==> src/rtl/ts_stub_loader_pkg.sv <==
// Shared TS constants: layer codes, loader FSM encoding and the
// crossing-record field offsets.
package ts_stub_loader_pkg;

    typedef enum logic [1:0] {
        LAYER_IN = 2'd0,
        LAYER_A  = 2'd1,
        LAYER_B  = 2'd2,
        LAYER_C  = 2'd3
    } layer_e;

    typedef enum logic [1:0] {
        WAIT_PAGE = 2'd0,
        COLLECT   = 2'd1,
        PUSH      = 2'd2
    } state_e;

    localparam int NUM_LAYERS = 4;

    // Record layout: {page, cnt_c, cnt_b, cnt_a, cnt_in}, cnt_in at bit 0
    function automatic int rec_cnt_lsb(input int layer, input int cnt_w);
        return layer * cnt_w;
    endfunction

    function automatic int rec_page_lsb(input int cnt_w);
        return NUM_LAYERS * cnt_w;
    endfunction

endpackage

==> src/rtl/ts_stub_loader_cntr.sv <==
// Saturating per-layer stub counter; sat flags the last usable slot
// has been consumed.
module ts_layer_cntr #(
    parameter int CNT_W = 6
) (
    input  logic             clk,
    input  logic             rst_n,
    input  logic             clr,
    input  logic             inc,
    output logic [CNT_W-1:0] cnt,
    output logic             sat
);

    assign sat = &cnt;

    always_ff @(posedge clk or negedge rst_n) begin
        if (!rst_n) begin
            cnt <= '0;
        end else if (clr) begin
            cnt <= '0;
        end else if (inc && !sat) begin
            cnt <= cnt + 1'b1;
        end
    end

endmodule

==> src/rtl/ts_stub_loader.sv <==
// Stub loader: pages stubs into memory per crossing, pushes counts.
// Optional TS_LOADER_OVF_CNT_EN adds a saturating drop counter ovf_cnt.
module ts_stub_loader
    import ts_stub_loader_pkg::*;
#(
    parameter int CNT_W  = 6,
    parameter int PAGE_W = 2
) (
    input  logic                        clk,
    input  logic                        reset,
    input  logic                        stub_valid,
    input  logic [1:0]                  stub_layer,
    input  logic                        bx_end,
    output logic                        loader_rdy,
    output logic                        stub_mem_wr_en,
    output logic [PAGE_W+2+CNT_W-1:0]   stub_mem_wr_adr,
    input  logic                        stub_cnt_fifo_full,
    output logic                        stub_cnt_fifo_wr_en,
    output logic [PAGE_W+4*CNT_W-1:0]   stub_cnt_fifo_din,
    input  logic                        page_release,
    output logic                        stub_drop
`ifdef TS_LOADER_OVF_CNT_EN
   ,output logic [15:0]                 ovf_cnt
`endif
);

    localparam int NUM_PAGES = 2 ** PAGE_W;
    localparam logic [PAGE_W:0] FULL_FREE = (PAGE_W+1)'(NUM_PAGES);

    logic [1:0]        rst_sync;
    logic              rst_n;
    state_e            state;
    state_e            state_nxt;
    logic [PAGE_W-1:0] cur_page;
    logic [PAGE_W:0]   free_pages;
    logic              accept;
    logic              push;
    logic              rel_ok;
    logic              clr;
    logic              sel_sat;
    logic [3:0]        inc;
    logic [3:0]        sat;
    logic [CNT_W-1:0]  cnt [NUM_LAYERS];

    // Assert passes straight through; release is retimed to clk
    always_ff @(posedge clk or negedge reset) begin
        if (!reset) begin
            rst_sync <= '0;
        end else begin
            rst_sync <= {rst_sync[0], 1'b1};
        end
    end

    assign rst_n = rst_sync[1];

    for (genvar i = 0; i < NUM_LAYERS; i++) begin : g_cntr
        assign inc[i] = accept && (stub_layer == 2'(i));
        ts_layer_cntr #(
            .CNT_W (CNT_W)
        ) u_cntr (
            .clk   (clk),
            .rst_n (rst_n),
            .clr   (clr),
            .inc   (inc[i]),
            .cnt   (cnt[i]),
            .sat   (sat[i])
        );
    end

    assign accept  = stub_valid && loader_rdy;
    assign sel_sat = sat[stub_layer];

    always_ff @(posedge clk or negedge rst_n) begin
        if (!rst_n) begin
            state <= WAIT_PAGE;
        end else begin
            state <= state_nxt;
        end
    end

    always_comb begin
        state_nxt = state;
        unique case (state)
            WAIT_PAGE: if (free_pages != '0) state_nxt = COLLECT;
            COLLECT:   if (bx_end) state_nxt = PUSH;
            PUSH:      if (!stub_cnt_fifo_full) state_nxt = WAIT_PAGE;
            default:   state_nxt = WAIT_PAGE;
        endcase
    end

    always_comb begin
        loader_rdy = 1'b0;
        clr        = 1'b0;
        push       = 1'b0;
        unique case (state)
            WAIT_PAGE: clr = 1'b1;
            COLLECT:   loader_rdy = 1'b1;
            PUSH:      push = !stub_cnt_fifo_full;
            default:   clr = 1'b1;
        endcase
    end

    assign stub_cnt_fifo_wr_en = push;

    always_comb begin
        stub_cnt_fifo_din = '0;
        stub_cnt_fifo_din[rec_page_lsb(CNT_W) +: PAGE_W] = cur_page;
        for (int l = 0; l < NUM_LAYERS; l++) begin
            stub_cnt_fifo_din[rec_cnt_lsb(l, CNT_W) +: CNT_W] = cnt[l];
        end
    end

    always_ff @(posedge clk or negedge rst_n) begin
        if (!rst_n) begin
            stub_mem_wr_en  <= 1'b0;
            stub_mem_wr_adr <= '0;
            stub_drop       <= 1'b0;
        end else begin
            stub_mem_wr_en <= accept && !sel_sat;
            stub_drop      <= accept && sel_sat;
            if (accept) begin
                stub_mem_wr_adr <= {cur_page, stub_layer, cnt[stub_layer]};
            end
        end
    end

    // A release that coincides with a push always nets to no change
    assign rel_ok = page_release && ((free_pages != FULL_FREE) || push);

    always_ff @(posedge clk or negedge rst_n) begin
        if (!rst_n) begin
            cur_page   <= '0;
            free_pages <= FULL_FREE;
        end else begin
            if (push) begin
                cur_page <= cur_page + 1'b1;
            end
            if (push && !rel_ok) begin
                free_pages <= free_pages - 1'b1;
            end else if (rel_ok && !push) begin
                free_pages <= free_pages + 1'b1;
            end
        end
    end

`ifdef TS_LOADER_OVF_CNT_EN
    always_ff @(posedge clk or negedge rst_n) begin
        if (!rst_n) begin
            ovf_cnt <= '0;
        end else if (accept && sel_sat && (ovf_cnt != 16'hFFFF)) begin
            ovf_cnt <= ovf_cnt + 1'b1;
        end
    end
`endif

endmodule

==> config.mk <==
export PLATFORM = sky130hd
export DESIGN_NAME = ts_stub_loader
export DESIGN_NICKNAME = d
export VERILOG_FILES = /design/src/rtl/ts_stub_loader_pkg.sv /design/src/rtl/ts_stub_loader_cntr.sv /design/src/rtl/ts_stub_loader.sv
export SDC_FILE = /design/constraint.sdc
export NUM_CORES = 1
export LEC_CHECK = 0
export BUFFER_PORTS_ARGS = -buffer_cell sky130_fd_sc_hd__buf_4
export CAP_MARGIN = 30
export CORE_UTILIZATION = 51
export CTS_BUF_LIST = sky130_fd_sc_hd__clkbuf_2
export DETAILED_ROUTE_END_ITERATION = 10
export PLACE_DENSITY = 0.75
export SYNTH_ARGS = -nofsm -noshare
export SYNTH_HDL_FRONTEND = slang
export SYNTH_SLANG_ARGS = --single-unit
==> constraint.sdc <==
create_clock -name clk -period 1.9 [get_ports clk]
set_input_delay 0.19 -clock clk [delete_from_list [all_inputs] [get_ports clk]]
set_output_delay 0.19 -clock clk [all_outputs]
set_load 0.05 [all_outputs]
Yosys cells after proc, flatten, opt, wreduce, memory -nomap -nowiden
Index checks and enable logic that the tools add are counted.

storage, ports and cells
  bits in registers = 45
  input bits = 8
  output and inout bits = 40
  logic and storage cells = 88

cells by class
  $add $sub $neg = 7
  $lt $le $gt $ge = 2
  equality and inequality tests = 13
  muxes and demuxes = 21
  bitwise logic cells = 1
  reductions and logical operators = 33

operators by type and width
  operator                                                   count
  2-to-1 mux 6 bit                                           10
  adder 6 x 1 -> 6 bit (second input constant)               4
  AND reduction 6 bit                                        4
  logical AND 1 bit                                          14
  binary-select mux 6 bit (select 2 bit)                     1
  zero test 1 bit                                            8
  inequality test 2 x 1 -> 1 bit (second input constant)     4
  == test 2 bit (second input constant)                      3
  2-to-1 mux 2 bit                                           3
  2-to-1 mux 3 bit                                           2
  inequality test 2 bit (second input constant)              3
  case mux 2 bit (3 select lines)                            1
  == test 2 x 1 -> 1 bit (second input constant)             2
  zero test 2 bit                                            2
  adder 3 x 1 -> 3 bit (second input constant)               1
  greater-or-equal comparator 3 bit (second input constant)  1
  < comparator 2 x 3 -> 1 bit (second input constant)        1
  2-to-1 mux 1 bit                                           3
  inequality test 3 bit (second input constant)              1
  inverter 2 -> 3 bit                                        1
  AND reduction 3 bit                                        1
  nonzero test 3 bit                                         1
  subtractor 3 x 1 -> 3 bit (second input constant)          1
  adder 2 x 1 -> 2 bit (second input constant)               1
  4 further kinds                                            4

Logic depth before layout (Yosys ltp)
  word-level depth = 7
  depth in mapped cells = 8
  depth with buffers taken out = 8

Modules after synthesis
Synthesis repeated with hierarchy kept, for this count alone.

second synthesis, totals
  cell total of the unflattened synthesis = 248
  area, all modules = 2668.8 sq um

modules (own cells, without submodules)
  module          instances  cells each  area an instance (sq um)  sequential area each (sq um)
  ts_layer_cntr   4          39          380.4                     150.1
  ts_stub_loader  1          92          1147.4                    526.8

Worst setup path before layout
Ideal clock, no wire load.

  path kind = register -> register
  from = reg state[1]
  to = reg g_cntr[0].u_cntr.cnt[5]
  setup time = 0.119 ns
  arrival = 2.021 ns
  required time = 1.781 ns
  setup slack = -0.240 ns
  cell stages (with the launch flop) = 7
  buffers on the path = 0
  clock period less this slack = 2.140 ns
  path through = dfrtp_1 inv_1 ha_1 nand4bb_2 a31o_2 o31a_2 o21a_1

between the ends
  cells in the longest elaborated chain, start to end = 6
  elaborated cells on any way between the ends = 9
  classes of those cells = eq/ne: 3; mux: 2; reduce/logical: 4

RTL lines
  element                                          line                       RTL
  start: declaration                               ts_stub_loader.sv:32       state_e state;
  start signal: assignment                         ts_stub_loader.sv:77       state <= state_nxt;
  == test 2 x 1 -> 1 bit                           ts_stub_loader.sv:95       unique case (state)
  2-to-1 mux 1 bit                                 ts_stub_loader.sv:95
  via loader_rdy                                   ts_stub_loader.sv:14       output logic loader_rdy,
  logical AND 1 bit                                ts_stub_loader.sv:70       assign accept = stub_valid && loader_rdy;
  logical AND 1 bit                                ts_stub_loader.sv:57       assign inc[i] = accept && (stub_layer == 2'(i));
  logical AND 1 bit                                ts_stub_loader_cntr.sv:21  end else if (inc && !sat) begin
  inequality test 2 x 1 -> 1 bit (no source line)  n/a
  end signal: assignment                           ts_stub_loader_cntr.sv:22  cnt <= cnt + 1'b1;
  end: declaration                                 ts_stub_loader_cntr.sv:10  output logic [CNT_W-1:0] cnt,

The timed path passes the listed nets, and every way through them passes these cells.
A chain may end at the register's enable or synchronous reset.

Final worst setup path
  from = reg state[0]
  to = reg free_pages[1]

between the ends
  cells in the longest elaborated chain, start to end = 7
  elaborated cells on any way between the ends = 10
  classes of those cells = eq/ne: 1; mux: 2; reduce/logical: 7

RTL lines
  element                                                 line                   RTL
  == test 2 bit *                                         ts_stub_loader.sv:95
  2-to-1 mux 1 bit *                                      ts_stub_loader.sv:95
  logical OR 1 bit                                        ts_stub_loader.sv:128  assign rel_ok = page_release && ((free_pages != FULL_FREE) || push);
  logical AND 1 bit                                       ts_stub_loader.sv:128
  zero test 1 bit                                         ts_stub_loader.sv:138  if (push && !rel_ok) begin
  logical AND 1 bit                                       ts_stub_loader.sv:138
  2-to-1 mux 3 bit or nonzero test 2 bit (tied branches)  n/a
  end signal: assignment                                  ts_stub_loader.sv:139  free_pages <= free_pages - 1'b1;
  end signal: assignment                                  ts_stub_loader.sv:141  free_pages <= free_pages + 1'b1;
  end: declaration                                        ts_stub_loader.sv:35   logic [PAGE_W:0] free_pages;

Mark *: on every way between the ends. The rest lies on a longest branch, timed or not.

==> reports/qor.txt <==
met1 Usage GRT: 0.315
WL per Instance: 16.9 um
M3 GR Usage: 0.0422
Num Clock Sinks: 45
Setup crit end: free_pages[1]
CP required: 2.23 ns
pin count of the biggest net entering global routing: 27
Seq cells post-synth: 45
max-cap check violation count: 0
row count: 24
WL final: 5.65 mm
R2R cell count: 8
Vias: 1966
CP Data Arrival Time: 2.22 ns
Post-DRT Antenna Nets: 0
Worst-path clk slew: 0.22 ns
Min-Delay Path Class: input pin to flop
I/O Buffers: 47
Syn Area/Cell: 11.5 um2
Residual DRC: 0
top-level I/O count: 48
status: completed
initial antenna violation count: 0
initial drt markers: 44
multi-input logic area: 1340 um2
Final Hold Vio Count: 0
final core occ: 0.704
Final period util: 0.997
power per cell area: 1090 nW/um2
Worst Setup SP: state[0]
reg-to-reg critical path endpoint: free_pages[1]
Slew Viols, Final: 0
CTS Buf Count: 5
ant diodes: 0
GPL Wtd Cong: 0.746
top cells by area, synth: dfrtp_1 (45%), mux4_1 (7.5%), mux2_2 (5.5%)
most frequent cell after synthesis: dfrtp_1
Leakage: 1.52 nW
die width: 71.5 um
Filler cells: 353
die span in y: 71.5 um
most common library cells after synthesis: dfrtp_1 (44), nor2_1 (17)
CP Max Fanout: 3
critical path class: flop to flop
share of layout cells above drive strength 1: 0.399
met2 usage: 0.395
Synth area leader: dfrtp_1
DP Worst Slack: -0.0422 ns
R2R Setup Slk: 0.005 ns
busiest grt layer: met2
Cell Count, Final, Fillers Out: 335
DRT Pass-1 Iters: 4
top-area cell type share of the netlist area: 0.447
DP Cell Count: 323
Root Buffer: clkbuf_2
skew final: 0.0166 ns
syn_nets: 232
Post-synth EDFFs: 0
Seq/Total Area, Yosys: 0.457
Synth async-reset ratio: 1.00
Placeable Area: 4500 um2
vias in the first global route: 1928
Initial Util: 0.547
Post-layout nets: 300
Yosys cell types: 50
Final min period: 1.90 ns
Die ar.: 5120 um2
Peak VDD IR: 0.668 mV
Clock Path Buffers: 2
Startpoint Class: flop
Reg-to-Reg Start: state[0]
RSZ-0062 raised after global routing: yes
# H-tree levels: 2
grt total ovfl: 0
setup ws final: 0.00485 ns
Cell Area, Synth: 2460 um2
Via-to-Cell Ratio: 5.87
Layout area overhead: 28.6%
Mapped Cells: 214
Reg area: 1140 um2
Crit. End Element: flop
warnings from Yosys: 0
gr usage total: 0.235
fmax: 0.528 GHz
Setup Viol. Count Final: 0
detailed placement HPWL: 4.04 mm
global-route wire length before repair: 9.25 mm
CTS tree: done
Worst Hold Launch: stub_cnt_fifo_full
Worst-Skew Late Latency: 0.42 ns
most common flop cell mapped by yosys: dfrtp_1
## per-layer routing
metal  share of wire  wire, um
met2            0.48      2740
met5               0         0
met1            0.46      2590
met4           0.016        89
met3           0.041       231
## registers in the layout, summed over array words and instances (netlist names)
| register | count |
|---|---|
| g_cntr.u_cntr.cnt | 24 |
| cur_page | 2 |
| stub_mem_wr_en | 1 |
| stub_mem_wr_adr | 10 |
| rst_sync | 2 |
| state | 2 |
| free_pages | 3 |
| stub_drop | 1 |
## stage by stage
stage / total power [mW] / setup TNS [ns] / hold slack [ns] / cell area (um2)
after detailed placement: 2.80 / -0.0422 / -0.0269 / 3000
after global placement: 2.77 / 0 / -0.0270 / 3000
after CTS: 3.35 / 0 / 0.00916 / 3080
final: 3.46 / 0 / 0.110 / 3170
after global routing: 3.66 / -0.200 / 0.100 / 3170
after floorplan: 2.32 / -0.0209 / -0.106 / 2480
## cell usage in the layout (no fill, tap or decap), drive strengths merged, types with 2 or more instances in the layout
cell type / Yosys / routed
and4: 2 / 2
buf: 3 / 65
nand2b: 4 / 4
mux2i: 5 / 5
xnor2: 5 / 5
mux4: 7 / 7
a221o: 2 / 2
a31oi: 2 / 2
a21oi: 7 / 7
xor2: 4 / 4
nand4: 6 / 6
and3: 3 / 3
or3: 3 / 3
nand2: 12 / 12
o41ai: 3 / 3
nor3b: 2 / 2
clkbuf: 3 / 6
ha: 9 / 9
a31o: 3 / 3
nor2: 17 / 17
o211ai: 3 / 3
mux2: 12 / 12
o21ai: 6 / 6
nand3: 12 / 12
inv: 12 / 12
nor3: 3 / 3
dfrtp: 44 / 44
and2: 2 / 2
dlygate4sd3: 0 / 2
nor4b: 3 / 3
## critical path, stage by stage, from the launching register on
cell,delay [ns]
dfrtp_1,0.44
inv_2,0.09
ha_4,0.13
nor3b_4,0.23
inv_2,0.09
fa_2,0.55
nor2_1,0.04
a21oi_1,0.14
o21ai_1,0.09
## cell type report
type,count,share of cell area
clock buffers,6,0.00947
clock inverters,2,0.0110
inverters,12,0.0142
multi-input cells,151,0.421
flip-flops and latches,45,0.358
well taps,52,0.0205
repair buffers,67,0.165
## timing repair
item | in CTS | in global routing
hold buffers | 1 | 1
pin swaps | 0 | 6
endpoints found under the setup margin | 3 | 10
resized for setup | 5 | 12
hold endpoints to repair | 2 | 2
gates cloned | 0 | 0
setup buffers | 0 | 2
## worst min-delay path by stage
| stage | to | slack, ns | depth (start not counted) |
|---|---|---|---|
| after detailed placement | rst_sync[0] | -0.03 | 1 |
| after global routing | g_cntr[3].u_cntr.cnt[5] | 0.10 | 3 |
| after floorplan | rst_sync[0] | -0.11 | 0 |
| final | free_pages[1] | 0.11 | 3 |
| after global placement | rst_sync[0] | -0.03 | 1 |
| after CTS | rst_sync[1] | 0.009 | 2 |
## kinds of logic after synthesis
kind of cell,after synthesis,synth area share
muxes,24,0.150
xor gates and xnor gates,9,0.0320
buffers and inverters,18,0.0325
and+or+nand+nor,74,0.170
AOI/OAI and AO/OA,33,0.103
other,1,0.00152
DFF,45,0.457
adders and majority gates,10,0.0538
## power by group
group | internal [mW] | leakage, nW | switching, mW
combinational | 0.634 | 0.892 | 1.02
sequential | 1.12 | 0.589 | 0.157
clock | 0.226 | 0.0430 | 0.301
total | 1.98 | 1.52 | 1.48
(Power assumes the default switching activity.)
